--- src/rtl/vertex_pkg.sv ---
// Shared types and sizing for the fixed-point vertex packer.
// Coordinate widths follow the screen and depth ranges.
package vertex_pkg;

    localparam int IN_W      = 16;
    localparam int FRAC_BITS = 6;
    localparam int H_RES     = 320;
    localparam int V_RES     = 180;
    localparam int X_W       = 9;
    localparam int Y_W       = 8;
    localparam int Z_W       = 8;

    typedef struct packed {
        logic [X_W-1:0] x;
        logic [Y_W-1:0] y;
        logic [Z_W-1:0] z;
        logic           clip;
    } vertex_t;

    typedef enum logic [1:0] {
        S_X = 2'd0,
        S_Y = 2'd1,
        S_Z = 2'd2
    } pack_state_t;

endpackage

--- src/rtl/fixed_round_clamp.sv ---
// Combinational round-half-up of a signed fixed-point value to an integer,
// then clamp to [0, MAX] with a flag when the clamp was applied.
module fixed_round_clamp #(
    parameter int IN_W      = 16,
    parameter int FRAC_BITS = 6,
    parameter int OUT_W     = 9,
    parameter int MAX       = 319
) (
    input  logic [IN_W-1:0]  d,
    output logic [OUT_W-1:0] value,
    output logic             clip
);

    localparam logic signed [IN_W:0] HALF_S = $signed((IN_W+1)'(1 << (FRAC_BITS-1)));
    localparam logic signed [IN_W:0] MAX_S  = $signed((IN_W+1)'(MAX));

    logic signed [IN_W:0] ext;
    logic signed [IN_W:0] rounded;

    always_comb begin
        // One guard bit so adding the half-LSB to the most positive input cannot wrap.
        ext     = $signed({d[IN_W-1], d});
        rounded = (ext + HALF_S) >>> FRAC_BITS;
        if (rounded < 0) begin
            value = '0;
            clip  = 1'b1;
        end else if (rounded > MAX_S) begin
            value = OUT_W'(MAX);
            clip  = 1'b1;
        end else begin
            value = rounded[OUT_W-1:0];
            clip  = 1'b0;
        end
    end

endmodule

--- src/rtl/fixed_vertex_packer.sv ---
// Groups x, y, z fixed-point beats into one rounded/clamped vertex and presents it
// on a single-entry registered valid/ready output.
module fixed_vertex_packer
    import vertex_pkg::*;
(
    input  logic            clk,
    input  logic            rst_n,
    input  logic [IN_W-1:0] s_tdata,
    input  logic            s_tvalid,
    output logic            s_tready,
    output logic [X_W-1:0]  m_x,
    output logic [Y_W-1:0]  m_y,
    output logic [Z_W-1:0]  m_z,
    output logic            m_clip,
    output logic            m_valid,
    input  logic            m_ready
);

    logic [X_W-1:0] x_val;
    logic [Y_W-1:0] y_val;
    logic [Z_W-1:0] z_val;
    logic           x_clip, y_clip, z_clip;

    fixed_round_clamp #(.IN_W(IN_W), .FRAC_BITS(FRAC_BITS), .OUT_W(X_W), .MAX(H_RES-1))
        u_rc_x (.d(s_tdata), .value(x_val), .clip(x_clip));
    fixed_round_clamp #(.IN_W(IN_W), .FRAC_BITS(FRAC_BITS), .OUT_W(Y_W), .MAX(V_RES-1))
        u_rc_y (.d(s_tdata), .value(y_val), .clip(y_clip));
    fixed_round_clamp #(.IN_W(IN_W), .FRAC_BITS(FRAC_BITS), .OUT_W(Z_W), .MAX((1 << Z_W)-1))
        u_rc_z (.d(s_tdata), .value(z_val), .clip(z_clip));

    pack_state_t    state_q, state_d;
    logic [X_W-1:0] stage_x_q, stage_x_d;
    logic [Y_W-1:0] stage_y_q, stage_y_d;
    logic           clip_x_q, clip_x_d;
    logic           clip_y_q, clip_y_d;
    vertex_t        out_q, out_d;
    logic           m_valid_q, m_valid_d;
    logic           accept;

    // Only the z beat waits on the output register; x and y always land in staging.
    assign s_tready = (state_q != S_Z) || !m_valid_q || m_ready;
    assign accept   = s_tvalid && s_tready;

    always_comb begin
        // NOTE: every target gets its held value first, so no path through the case infers a latch.
        state_d   = state_q;
        stage_x_d = stage_x_q;
        stage_y_d = stage_y_q;
        clip_x_d  = clip_x_q;
        clip_y_d  = clip_y_q;
        out_d     = out_q;
        m_valid_d = m_valid_q && !m_ready;

        case (state_q)
            S_X: if (accept) begin
                stage_x_d = x_val;
                clip_x_d  = x_clip;
                state_d   = S_Y;
            end
            S_Y: if (accept) begin
                stage_y_d = y_val;
                clip_y_d  = y_clip;
                state_d   = S_Z;
            end
            S_Z: if (accept) begin
                out_d.x    = stage_x_q;
                out_d.y    = stage_y_q;
                out_d.z    = z_val;
                out_d.clip = clip_x_q | clip_y_q | z_clip;
                m_valid_d  = 1'b1;
                state_d    = S_X;
            end
            default: state_d = S_X;
        endcase
    end

    // NOTE: state updates use non-blocking assignment so every flop samples pre-edge values.
    always_ff @(posedge clk or negedge rst_n) begin
        if (!rst_n) begin
            state_q   <= S_X;
            stage_x_q <= '0;
            stage_y_q <= '0;
            clip_x_q  <= 1'b0;
            clip_y_q  <= 1'b0;
            out_q     <= '0;
            m_valid_q <= 1'b0;
        end else begin
            state_q   <= state_d;
            stage_x_q <= stage_x_d;
            stage_y_q <= stage_y_d;
            clip_x_q  <= clip_x_d;
            clip_y_q  <= clip_y_d;
            out_q     <= out_d;
            m_valid_q <= m_valid_d;
        end
    end

    assign m_x     = out_q.x;
    assign m_y     = out_q.y;
    assign m_z     = out_q.z;
    assign m_clip  = out_q.clip;
    assign m_valid = m_valid_q;

endmodule
--- config.mk ---
export PLATFORM = sky130hd
export DESIGN_NAME = fixed_vertex_packer
export DESIGN_NICKNAME = d
export VERILOG_FILES = /design/src/rtl/vertex_pkg.sv /design/src/rtl/fixed_round_clamp.sv /design/src/rtl/fixed_vertex_packer.sv
export SDC_FILE = /design/constraint.sdc
export NUM_CORES = 1
export LEC_CHECK = 0
export ABC_AREA = 1
export BUFFER_PORTS_ARGS = -buffer_cell sky130_fd_sc_hd__buf_2
export CORE_ASPECT_RATIO = 0.5
export CORE_MARGIN = 2
export CORE_UTILIZATION = 62
export DETAILED_ROUTE_END_ITERATION = 10
export PLACE_DENSITY = 0.89
export SLEW_MARGIN = 20
export SYNTH_ARGS = -nofsm -noshare
export SYNTH_HDL_FRONTEND = slang
export SYNTH_HIERARCHICAL = 1
export SYNTH_SLANG_ARGS = --single-unit
--- constraint.sdc ---
create_clock -name clk -period 1.71 [get_ports clk]
set_clock_uncertainty 0.15 [all_clocks]
set_input_delay 0.342 -clock clk [delete_from_list [all_inputs] [get_ports clk]]
set_output_delay 0.342 -clock clk [all_outputs]
set_load 0.01 [all_outputs]
==> results of run 1 <==
-- final cells by class --
type	instances	area (sq um)	area share, %
sequential	48	1200	30.0
tap	70	87.6	2.18
timing repair buffer	101	687	17.1
clock buffer	5	68.8	1.72
clock inverter	2	12.5	0.312
multi-input combinational	318	1710	42.7
inverter	64	240	5.99
-- per-layer routing --
metal	GRT usage [%]	wire, um	up-vias
met5	0	0	-
met4	10.3	155	0
met3	5.24	685	21
met2	50.9	4000	163
met1	39.0	3760	1494
li1	-	-	1587
-- state kept, by name (all words and copies together) (netlist names), 2 cells and up --
signal     count
m_y            8
stage_y_q      8
stage_x_q      9
m_x            9
state_q        2
m_z            8
-- Yosys cell counts --
master / count / area (sq um)
sky130_fd_sc_hd__nand2_1: 161 / 604
sky130_fd_sc_hd__inv_1: 60 / 225
sky130_fd_sc_hd__dfrtp_1: 48 / 1200
sky130_fd_sc_hd__nand3_1: 40 / 200
sky130_fd_sc_hd__nand4_1: 32 / 200
sky130_fd_sc_hd__nor2_1: 19 / 71.3
sky130_fd_sc_hd__nand2_2: 14 / 87.6
sky130_fd_sc_hd__o21ai_1: 11 / 55.1
sky130_fd_sc_hd__buf_4: 7 / 52.6
sky130_fd_sc_hd__xnor2_1: 7 / 61.3
sky130_fd_sc_hd__nor2_4: 6 / 67.6
sky130_fd_sc_hd__nand2_4: 5 / 56.3
sky130_fd_sc_hd__nand3_2: 5 / 50.1
sky130_fd_sc_hd__inv_2: 4 / 15.0
sky130_fd_sc_hd__nor2_2: 4 / 25.0
sky130_fd_sc_hd__buf_6: 3 / 33.8
sky130_fd_sc_hd__buf_8: 3 / 45.0
sky130_fd_sc_hd__ha_1: 3 / 37.5
sky130_fd_sc_hd__nand3_4: 2 / 35.0
sky130_fd_sc_hd__o21ai_0: 2 / 10.0
sky130_fd_sc_hd__o21bai_1: 2 / 15.0
sky130_fd_sc_hd__xor2_1: 2 / 17.5
sky130_fd_sc_hd__a21boi_1: 1 / 7.51
sky130_fd_sc_hd__buf_2: 1 / 5.00
sky130_fd_sc_hd__clkbuf_2: 1 / 5.00
sky130_fd_sc_hd__nand3b_1: 1 / 7.51
sky130_fd_sc_hd__nor3_4: 1 / 16.3
-- kinds of logic after synthesis --
logic type | after synthesis | synth area share [%]
flops | 48 | 37.4
compound gates | 16 | 2.73
simple gates | 290 | 44.3
buf+inv | 79 | 11.9
xor+xnor | 9 | 2.46
fa+ha+maj | 3 | 1.17
-- metrics by stage --
stage               hold slack [ns]  TNS [ns]  utilization, %  cell area [sq um]
global route                  0.279    -0.486            80.9               4010
floorplan                    -0.104         0               -               3210
CTS                           0.267         0            78.8               3900
finish                        0.264         0            80.9               4010
detailed placement            0.156     -5.54            76.8               3800
global placement              0.151     -4.22            76.8               3800
-- report_power, final --
part / internal (uW) / switching (uW)
Combinational: 679 / 1110
Sequential: 1620 / 296
Clock: 278 / 391
-- final timing paths --
path	endpoint	slack, ns	cells past startpoint	from
worst min-delay path	m_valid$_DFF_PN0_	0.26	4	m_ready
worst max-delay path	stage_x_q[3]$_DFFE_PN0P_	0.03	15	s_tdata[5]
max in group asynchronous	m_y[1]$_DFFE_PN0P_	0.53	3	rst_n
min in group asynchronous	clip_y_q$_DFFE_PN0P_	0.38	2	rst_n
worst min register to register	m_x[5]$_DFFE_PN0P_	0.32	2	m_x[5]$_DFFE_PN0P_
worst max register to register	m_z[1]$_DFFE_PN0P_	0.17	6	state_q[1]$_DFFE_PN0P_
-- what timing repair did --
action                     CTS  global route
setup buffers                1             0
gates resized for setup      0            28
hold endpoints to repair    17             0
gates cloned                 0             0
hold buffers                 1             0
setup endpoints to repair    1            23
pin swaps                    1            10
-- critical path, stage by stage --
cell,delay (ns)
sky130_fd_sc_hd__buf_6,0.09
sky130_fd_sc_hd__buf_4,0.12
sky130_fd_sc_hd__buf_4,0.10
sky130_fd_sc_hd__nand2_1,0.09
sky130_fd_sc_hd__nor2_4,0.17
sky130_fd_sc_hd__nand3_1,0.11
sky130_fd_sc_hd__nand2_1,0.08
sky130_fd_sc_hd__nand2_1,0.08
sky130_fd_sc_hd__inv_2,0.07
sky130_fd_sc_hd__nand2_4,0.09
sky130_fd_sc_hd__nand3_2,0.09
sky130_fd_sc_hd__nand2_1,0.07
sky130_fd_sc_hd__inv_1,0.09
sky130_fd_sc_hd__inv_1,0.04
sky130_fd_sc_hd__o21ai_1,0.11
==> metrics.log, run 1 <==
[metrics] die span in x: ~110 um
[metrics] initial antenna violation count: 0
[metrics] Die Area: 0.00580 sq mm
[metrics] Clock Tree Buf Depth: 2
[metrics] global placement routability congestion: roughly 0.84
[metrics] cell row count: 18
[metrics] final critical path time including I/O delays and setup: 1.68 ns
[metrics] ports placed on the boundary: between 40 and 50
[metrics] most common cell after layout, fill and taps aside: sky130_fd_sc_hd__nand2_1
[metrics] placed instance count: ~600
[metrics] result of the run: completed
[metrics] number of max-slew violations in the final report: 0
[metrics] number of failing setup endpoints in the final timing report: 0
[metrics] NumNets Final: 561
[metrics] routed vias: 3265
[metrics] Synth Warn #: 6
[metrics] total number of clock tree sinks: 48
[metrics] leading cell types in the layout, fill and taps excluded: 159 x sky130_fd_sc_hd__nand2_1, 60 x sky130_fd_sc_hd__inv_1, 57 x sky130_fd_sc_hd__buf_4
[metrics] CP Class: in -> reg
[metrics] Leak: 0.00228 uW
[metrics] total routing resource utilization after global routing: around 30%
[metrics] DP Worst Slack: -0.271 ns
[metrics] clock insertion delay at the later pin of the skew report: between 0.3 and 0.4 ns
[metrics] Max-slew headroom: 70.0%
[metrics] Filler cells: ~340
[metrics] largest voltage drop on the vdd net: between 0.6 and 0.7 mV
[metrics] number of I/O port buffers: between 40 and 50
[metrics] required arrival time at the worst endpoint: 1.80 ns
[metrics] timing-limited maximum frequency: between 500 and 600 MHz
[metrics] Cell variety after synth: 27
[metrics] crit start category: input port
[metrics] number of vias per cell after detailed routing: between 5 and 6
[metrics] H-tree lvl count: 2
[metrics] total congestion overflow after global routing: 0
[metrics] fraction of final layout cells sized beyond drive strength 1: between 20 and 30%
[metrics] total power divided by cell area: around 1100 mW/mm^2
[metrics] HP Class: in -> reg
[metrics] CP endpoint kind: register
[metrics] count of state elements after synthesis: 48
[metrics] residual DRC count: 0
[metrics] non-filler cells in the finished layout: roughly 610
[metrics] Mean Syn Cell Area: ~7.2 sq um
[metrics] clock buffer count from CTS: 5
[metrics] TritonCTS clock tree: done
[metrics] post-route antenna net violation count: 0
[metrics] Routed Wire Length: approximately 8600 um
[metrics] Max Cap Violations: 0
[metrics] antenna diode instance count: 0
[metrics] fin worst setup slack: around 0.032 ns
[metrics] transition time at the pin with the least slew margin: between 0.4 and 0.5 ns
[metrics] number of nets in the synthesized netlist: between 400 and 500
[metrics] Tcrit/Tclk final: between 90% and 100%
[metrics] Fin. Hold Viols: 0
[metrics] Core Area: between 0.004 and 0.005 sq mm
[metrics] die extent in y: 54.9 um
[metrics] Area Overhead vs Synth: 25.0%
[metrics] post-DR wirelength/cell: roughly 14 um
[metrics] initial core utilization: between 60% and 70%
[metrics] first-pass GRT wire length: between 10000 and 15000 um
[metrics] cell area after synthesis: between 0.003 and 0.004 sq mm
[metrics] vias in the first global route: between 2000 and 3000
[metrics] total design power: 4380 uW
[metrics] largest net degree at the start of global routing: 28
[metrics] count of mapped cells out of synthesis: 445
[metrics] post-CTS clock slew at the launch and capture registers of the worst setup and hold paths: roughly 0.080 ns
[metrics] Clock Root Buffer: sky130_fd_sc_hd__clkbuf_8
[metrics] Worst EP arrival: 1.77 ns
[metrics] part of the Yosys area used for sequential elements: a little under two fifths
[metrics] number of DRC violations after detailed-routing iteration 0: roughly 340
[metrics] 1st-pass router iterations: 5
[metrics] DPL Wire Length: approximately 6100 um
[metrics] crit path max fanout: 8
(Power assumes the default switching activity.)
==> run 2: changes to the inputs <==
--- a/config.mk
+++ b/config.mk
@@ -5,13 +5,12 @@
 export SDC_FILE = /design/constraint.sdc
 export NUM_CORES = 1
 export LEC_CHECK = 0
-export ABC_AREA = 1
 export BUFFER_PORTS_ARGS = -buffer_cell sky130_fd_sc_hd__buf_2
 export CORE_ASPECT_RATIO = 0.5
 export CORE_MARGIN = 2
-export CORE_UTILIZATION = 62
+export CORE_UTILIZATION = 61
 export DETAILED_ROUTE_END_ITERATION = 10
-export PLACE_DENSITY = 0.89
+export PLACE_DENSITY = 0.88
 export SLEW_MARGIN = 20
 export SYNTH_ARGS = -nofsm -noshare
 export SYNTH_HDL_FRONTEND = slang
==> run 2 against run 1 <==
Compared with the run above:
- the run now fails in global routing (5_1_grt)
- area after synthesis fell by 8.2%
- synthesized cell count fell by 43%
==> metrics.log, run 2 <==
[metrics] result of the run: aborted with a tool error
[metrics] step where the flow halted: global routing (5_1_grt)
[metrics] first error message: [ERROR GRT-0232] Routing congestion too high. Check the congestion heatmap in the GUI.
[metrics] clock buffer count from CTS: 5
[metrics] cell row count: 17
[metrics] dominant register cell in the synthesized netlist: sky130_fd_sc_hd__dfrtp_1
[metrics] ports placed on the boundary: 48
[metrics] cell taking the most area after synthesis: sky130_fd_sc_hd__dfrtp_1
[metrics] share of async-settable or async-resettable flops after synthesis: 100%
[metrics] number of nets in the synthesized netlist: 277
[metrics] last worst endpoint in the global-route repair_timing: clip_y_q$_DFFE_PN0P_/D
[metrics] DPL Wire Length: 5770 um
[metrics] Mean Syn Cell Area: roughly 12 sq um
[metrics] global placement routability congestion: between 0.9 and 1
[metrics] H-tree lvl count: 2
[metrics] count of state elements after synthesis: 48
[metrics] biggest area contributors in the synthesized netlist: sky130_fd_sc_hd__dfrtp_1 41%, sky130_fd_sc_hd__mux2_2 9.9%, sky130_fd_sc_hd__mux2_4 9.7%
[metrics] total routing resource utilization after global routing: 73.5%
[metrics] share of the synthesized area in the top cell type: about two fifths
[metrics] initial core utilization: between 60 and 70%
[metrics] Cell variety after synth: 60
[metrics] Clock Root Buffer: sky130_fd_sc_hd__clkbuf_8
[metrics] number of I/O port buffers: 42
[metrics] worst endpoint pin kind: register input
[metrics] count of flip-flops with a built-in enable after synthesis: 0
[metrics] die span in x: slightly above 100 um
[metrics] cell area after placement: approximately 0.0038 sq mm
[metrics] largest net degree at the start of global routing: 32
[metrics] most common cell in the synthesized netlist: sky130_fd_sc_hd__dfrtp_1
[metrics] die extent in y: approximately 53 um
[metrics] total congestion overflow after global routing: 37
[metrics] Clock Tree Buf Depth: 2
[metrics] cell area after synthesis: 0.00295 sq mm
[metrics] total number of clock tree sinks: 48
[metrics] part of the Yosys area used for sequential elements: around two fifths
[metrics] Synth Warn #: 6
[metrics] most common library cells after synthesis: 48 x sky130_fd_sc_hd__dfrtp_1, 26 x sky130_fd_sc_hd__mux2_2, 19 x sky130_fd_sc_hd__mux2_4
[metrics] count of mapped cells out of synthesis: approximately 250
run 2: changes by cell type after synthesis, sizes merged, moves of 8 or more:
cell   delta
nand4    -27
nor2     -21
a21oi    +16
nand3    -33
o21ai     -9
mux2     +45
nand2   -167
a31oi     +8
inv      -57
run 2: repair_timing:
| action | 4_1_cts |
|---|---|
| hold endpoints to repair | 17 |
| pin swaps | 12 |
| hold buffers | 1 |
| gates resized for setup | 56 |
| endpoints found under the setup margin | 25 |
| gates cloned | 2 |
| buffers inserted | 8 |
run 2: cells by family after synthesis:
kind of cell / after synthesis / share of synthesized area [%]
flops: 48 / 40.8
compound gates: 51 / 14.1
simple gates: 71 / 15.2
buf+inv: 17 / 3.31
xor+xnor: 19 / 5.65
mux: 45 / 19.6
fa+ha+maj: 3 / 1.27
run 2: per-stage QoR:
stage | util (%) | instances | setup TNS [ns] | setup WS (ns) | hold slack (ns)
4_1_cts | 93.0 | 429 | -0.593 | -0.0906 | 0.242
3_3_place_gp | 83.7 | 413 | -8.82 | -0.407 | 0.146
2_1_floorplan | - | 254 | -1.85 | -0.261 | -0.104
3_5_place_dp | 83.7 | 413 | -12.01 | -0.528 | 0.166
run 2: per-layer routing:
layer,overflow,track usage (%)
met2,19,89.7
met3,1,55.7
met1,0,76.3
met5,0,7.69
met4,17,76.9
==> run 3: changes to the inputs <==
--- a/config.mk
+++ b/config.mk
@@ -6,11 +6,10 @@
 export NUM_CORES = 1
 export LEC_CHECK = 0
 export BUFFER_PORTS_ARGS = -buffer_cell sky130_fd_sc_hd__buf_2
-export CORE_ASPECT_RATIO = 0.5
 export CORE_MARGIN = 2
-export CORE_UTILIZATION = 61
+export CORE_UTILIZATION = 40
 export DETAILED_ROUTE_END_ITERATION = 10
-export PLACE_DENSITY = 0.88
+export PLACE_DENSITY_LB_ADDON = 0.15
 export SLEW_MARGIN = 20
 export SYNTH_ARGS = -nofsm -noshare
 export SYNTH_HDL_FRONTEND = slang
==> run 3 against run 2 <==
Compared with the run above:
- the flow now finishes, with violations (setup timing)
- area after synthesis unchanged
- synthesized cell count is the same
==> metrics.log, run 3 <==
[metrics] share of the synthesized area in the top cell type: 40.8%
[metrics] timing-limited maximum frequency: approximately 570 MHz
[metrics] global placement routability congestion: about 0.8
[metrics] initial core utilization: between 40 and 50%
[metrics] Routed Wire Length: between 7000 and 8000 um
[metrics] total congestion overflow after global routing: 0
[metrics] ports placed on the boundary: 48
[metrics] leading cell types in the layout, fill and taps excluded: 57 x sky130_fd_sc_hd__buf_4, 48 x sky130_fd_sc_hd__dfrtp_1, 35 x sky130_fd_sc_hd__buf_2
[metrics] post-DR wirelength/cell: around 16 um
[metrics] most common cell after layout, fill and taps aside: sky130_fd_sc_hd__buf_4
[metrics] crit start category: input port
[metrics] total design power: 4810 uW
[metrics] number of I/O port buffers: 42
[metrics] Max-slew headroom: around 77%
[metrics] required arrival time at the worst endpoint: approximately 1.8 ns
[metrics] Max Cap Violations: 0
[metrics] count of state elements after synthesis: 48
[metrics] number of DRC violations after detailed-routing iteration 0: 82
[metrics] RSZ-0062 raised after global routing: yes
[metrics] total routing resource utilization after global routing: 18.2%
[metrics] CP Class: in -> reg
[metrics] largest voltage drop on the vdd net: approximately 0.67 mV
[metrics] launch point of the critical path: s_tdata[13]
[metrics] Tcrit/Tclk final: 103%
[metrics] count of mapped cells out of synthesis: around 250
[metrics] DPL Wire Length: slightly above 5000 um
[metrics] Critical Path Max Stage Delay: 0.51 ns
[metrics] endpoint of the most critical register-to-register path: stage_x_q[8]$_DFFE_PN0P_
[metrics] die span in x: around 90 um
[metrics] residual DRC count: 0
[metrics] failing checks: setup timing
[metrics] count of flip-flops with a built-in enable after synthesis: 0
[metrics] 1st-pass router iterations: 4
[metrics] cell area after placement: slightly below 0.004 sq mm
[metrics] fraction of final layout cells sized beyond drive strength 1: between 50% and 60%
[metrics] routed vias: approximately 2400
[metrics] dominant register cell in the synthesized netlist: sky130_fd_sc_hd__dfrtp_1
[metrics] Synth Warn #: 6
[metrics] clock insertion delay at the later pin of the skew report: 0.30 ns
[metrics] cell taking the most area after synthesis: sky130_fd_sc_hd__dfrtp_1
[metrics] placed instance count: 450
[metrics] number of failing setup endpoints in the final timing report: 7
[metrics] Area Overhead vs Synth: 44.6%
[metrics] Worst EP arrival: between 1.5 and 2 ns
[metrics] Core Area: 0.00718 sq mm
[metrics] Critical Path, Cell by Cell: buf_2, buf_4, or4_4, o21ai_2, a21boi_4, nor3b_2, mux2_4
[metrics] antenna diode instance count: 0
[metrics] crit path max fanout: 7
[metrics] Multi-input gate area: around 0.0019 sq mm
[metrics] initial antenna violation count: 0
[metrics] TritonCTS clock tree: done
[metrics] Clock Tree Buf Depth: 2
[metrics] post-CTS clock slew at the launch and capture registers of the worst setup and hold paths: ~0.09 ns
[metrics] number of max-slew violations in the final report: 0
[metrics] capturing instance or port of the critical path: stage_y_q[3]$_DFFE_PN0P_
[metrics] Worst path slowest cell: sky130_fd_sc_hd__or4_4
[metrics] Fin. Hold Viols: 0
[metrics] HP Class: in -> reg
[metrics] transition time at the pin with the least slew margin: approximately 0.34 ns
[metrics] worst-case register-to-register setup slack: around 0.21 ns
[metrics] number of buffers and inverters on the critical path: 2
[metrics] Filler cells: approximately 590
[metrics] count of cells along the worst register-to-register path: 3
[metrics] cell area after synthesis: 0.00295 sq mm
[metrics] Cell variety after synth: 60
[metrics] biggest area contributors in the synthesized netlist: sky130_fd_sc_hd__dfrtp_1 41%, sky130_fd_sc_hd__mux2_2 9.9%, sky130_fd_sc_hd__mux2_4 9.7%
[metrics] Clock Root Buffer: sky130_fd_sc_hd__clkbuf_8
[metrics] Finished Cell Area: 0.00426 sq mm
[metrics] total number of clock tree sinks: between 40 and 50
[metrics] largest net degree at the start of global routing: 49
[metrics] most common cell in the synthesized netlist: sky130_fd_sc_hd__dfrtp_1
[metrics] number of nets in the synthesized netlist: 277
[metrics] area occupied by registers: roughly 0.0012 sq mm
[metrics] clock buffer count from CTS: 5
[metrics] cell row count: 31
[metrics] Worst R2R Start: state_q[0]$_DFFE_PN0P_
[metrics] first-pass GRT wire length: 12000 um
[metrics] total power divided by cell area: about 1100 mW/mm^2
[metrics] final critical path time including I/O delays and setup: 1.75 ns
[metrics] post-route antenna net violation count: 0
[metrics] NumNets Final: a little under 400
[metrics] non-filler cells in the finished layout: around 460
[metrics] DP Worst Slack: -0.476 ns
[metrics] result of the run: complete, but fails checks
[metrics] vias in the first global route: ~2500
[metrics] CP delay by family, top: simple AND/OR/NAND/NOR gates
[metrics] Mean Syn Cell Area: between 10 and 15 sq um
[metrics] H-tree lvl count: 2
[metrics] most common library cells after synthesis: 48 x sky130_fd_sc_hd__dfrtp_1, 26 x sky130_fd_sc_hd__mux2_2, 19 x sky130_fd_sc_hd__mux2_4
[metrics] number of vias per cell after detailed routing: between 5 and 6
[metrics] share of async-settable or async-resettable flops after synthesis: 100%
[metrics] part of the Yosys area used for sequential elements: 40.8%
[metrics] Die Area: approximately 0.0081 sq mm
[metrics] number of cells on the critical path: 7
[metrics] CP endpoint kind: register
[metrics] worst hold margin: ~0.24 ns
[metrics] fin worst setup slack: -0.0435 ns
[metrics] die extent in y: between 80 and 90 um
[metrics] Leak: ~0.002 uW
run 3: cell counts after synthesis:
Identical to the previous run, type by type.
run 3: power breakdown:
part / internal, uW / switching, uW / leakage [uW]
Combinational: 1200 / 789 / 0.00130
Sequential: 1650 / 290 / 0.000599
Clock: 479 / 403 / 0.0000614
Total: 3330 / 1480 / 0.00196
run 3: logic make-up after synthesis:
kind of cell | count (synthesis) | synth area share, %
AND/OR/NAND/NOR | 71 | 15.2
multiplexers | 45 | 19.6
AO/OA/AOI/OAI | 51 | 14.1
adder cells (fa/ha/maj) | 3 | 1.27
buffers and inverters | 17 | 3.31
XOR/XNOR | 19 | 5.65
flip-flops | 48 | 40.8
run 3: how the worst min path moves through the flow:
stage	start	endpoint	slack (ns)	depth (start not counted)
floorplan	rst_n	clip_x_q$_DFFE_PN0P_	-0.10	0
global placement	rst_n	m_valid$_DFF_PN0_	0.20	2
detailed placement	rst_n	m_valid$_DFF_PN0_	0.20	2
CTS	s_tvalid	state_q[0]$_DFFE_PN0P_	0.24	3
global route	s_tvalid	state_q[1]$_DFFE_PN0P_	0.27	3
finish	s_tvalid	state_q[1]$_DFFE_PN0P_	0.24	3
run 3: repair_timing:
| item | in CTS | in global routing |
|---|---|---|
| buffers inserted | 0 | 1 |
| hold endpoints to repair | 48 | 0 |
| endpoints found under the setup margin | 19 | 16 |
| pin swaps | 11 | 16 |
| hold buffers | 1 | 0 |
| cloned | 1 | 1 |
| resized for setup | 29 | 17 |
run 3: worst min-delay path: cells and delay by family:
family | cells | cell delay, ns
buffers and inverters | 1 | 0.14
AND/OR/NAND/NOR | 1 | 0.07
AO/OA/AOI/OAI | 1 | 0.11
run 3: per-layer routing:
layer  wire [um]  part of all wire (%)  up-vias  GRT usage [%]
met3         170                   2.3        4           2.01
met5           0                     0        -              0
li1            -                     -     1162              -
met1        3450                    47     1165           25.3
met2        3590                    49       37           30.6
met4          54                  0.74        0           4.62
run 3: through the flow:
step                      setup TNS [ns]  util, %
after global routing              -0.692     59.4
after floorplan                    -1.85        -
after CTS                         -0.152     58.0
final                             -0.200     59.4
after detailed placement          -10.40     54.4
after global placement             -9.83     54.4
run 3: area by class of cell:
| type | instances | share of cell area (%) |
|---|---|---|
| clock buffer | 6 | 1.94 |
| clock inverter | 2 | 0.910 |
| inverter | 7 | 0.617 |
| multi-input combinational | 191 | 45.2 |
| sequential | 48 | 28.2 |
| tap | 99 | 2.91 |
| timing repair buffer | 109 | 20.2 |
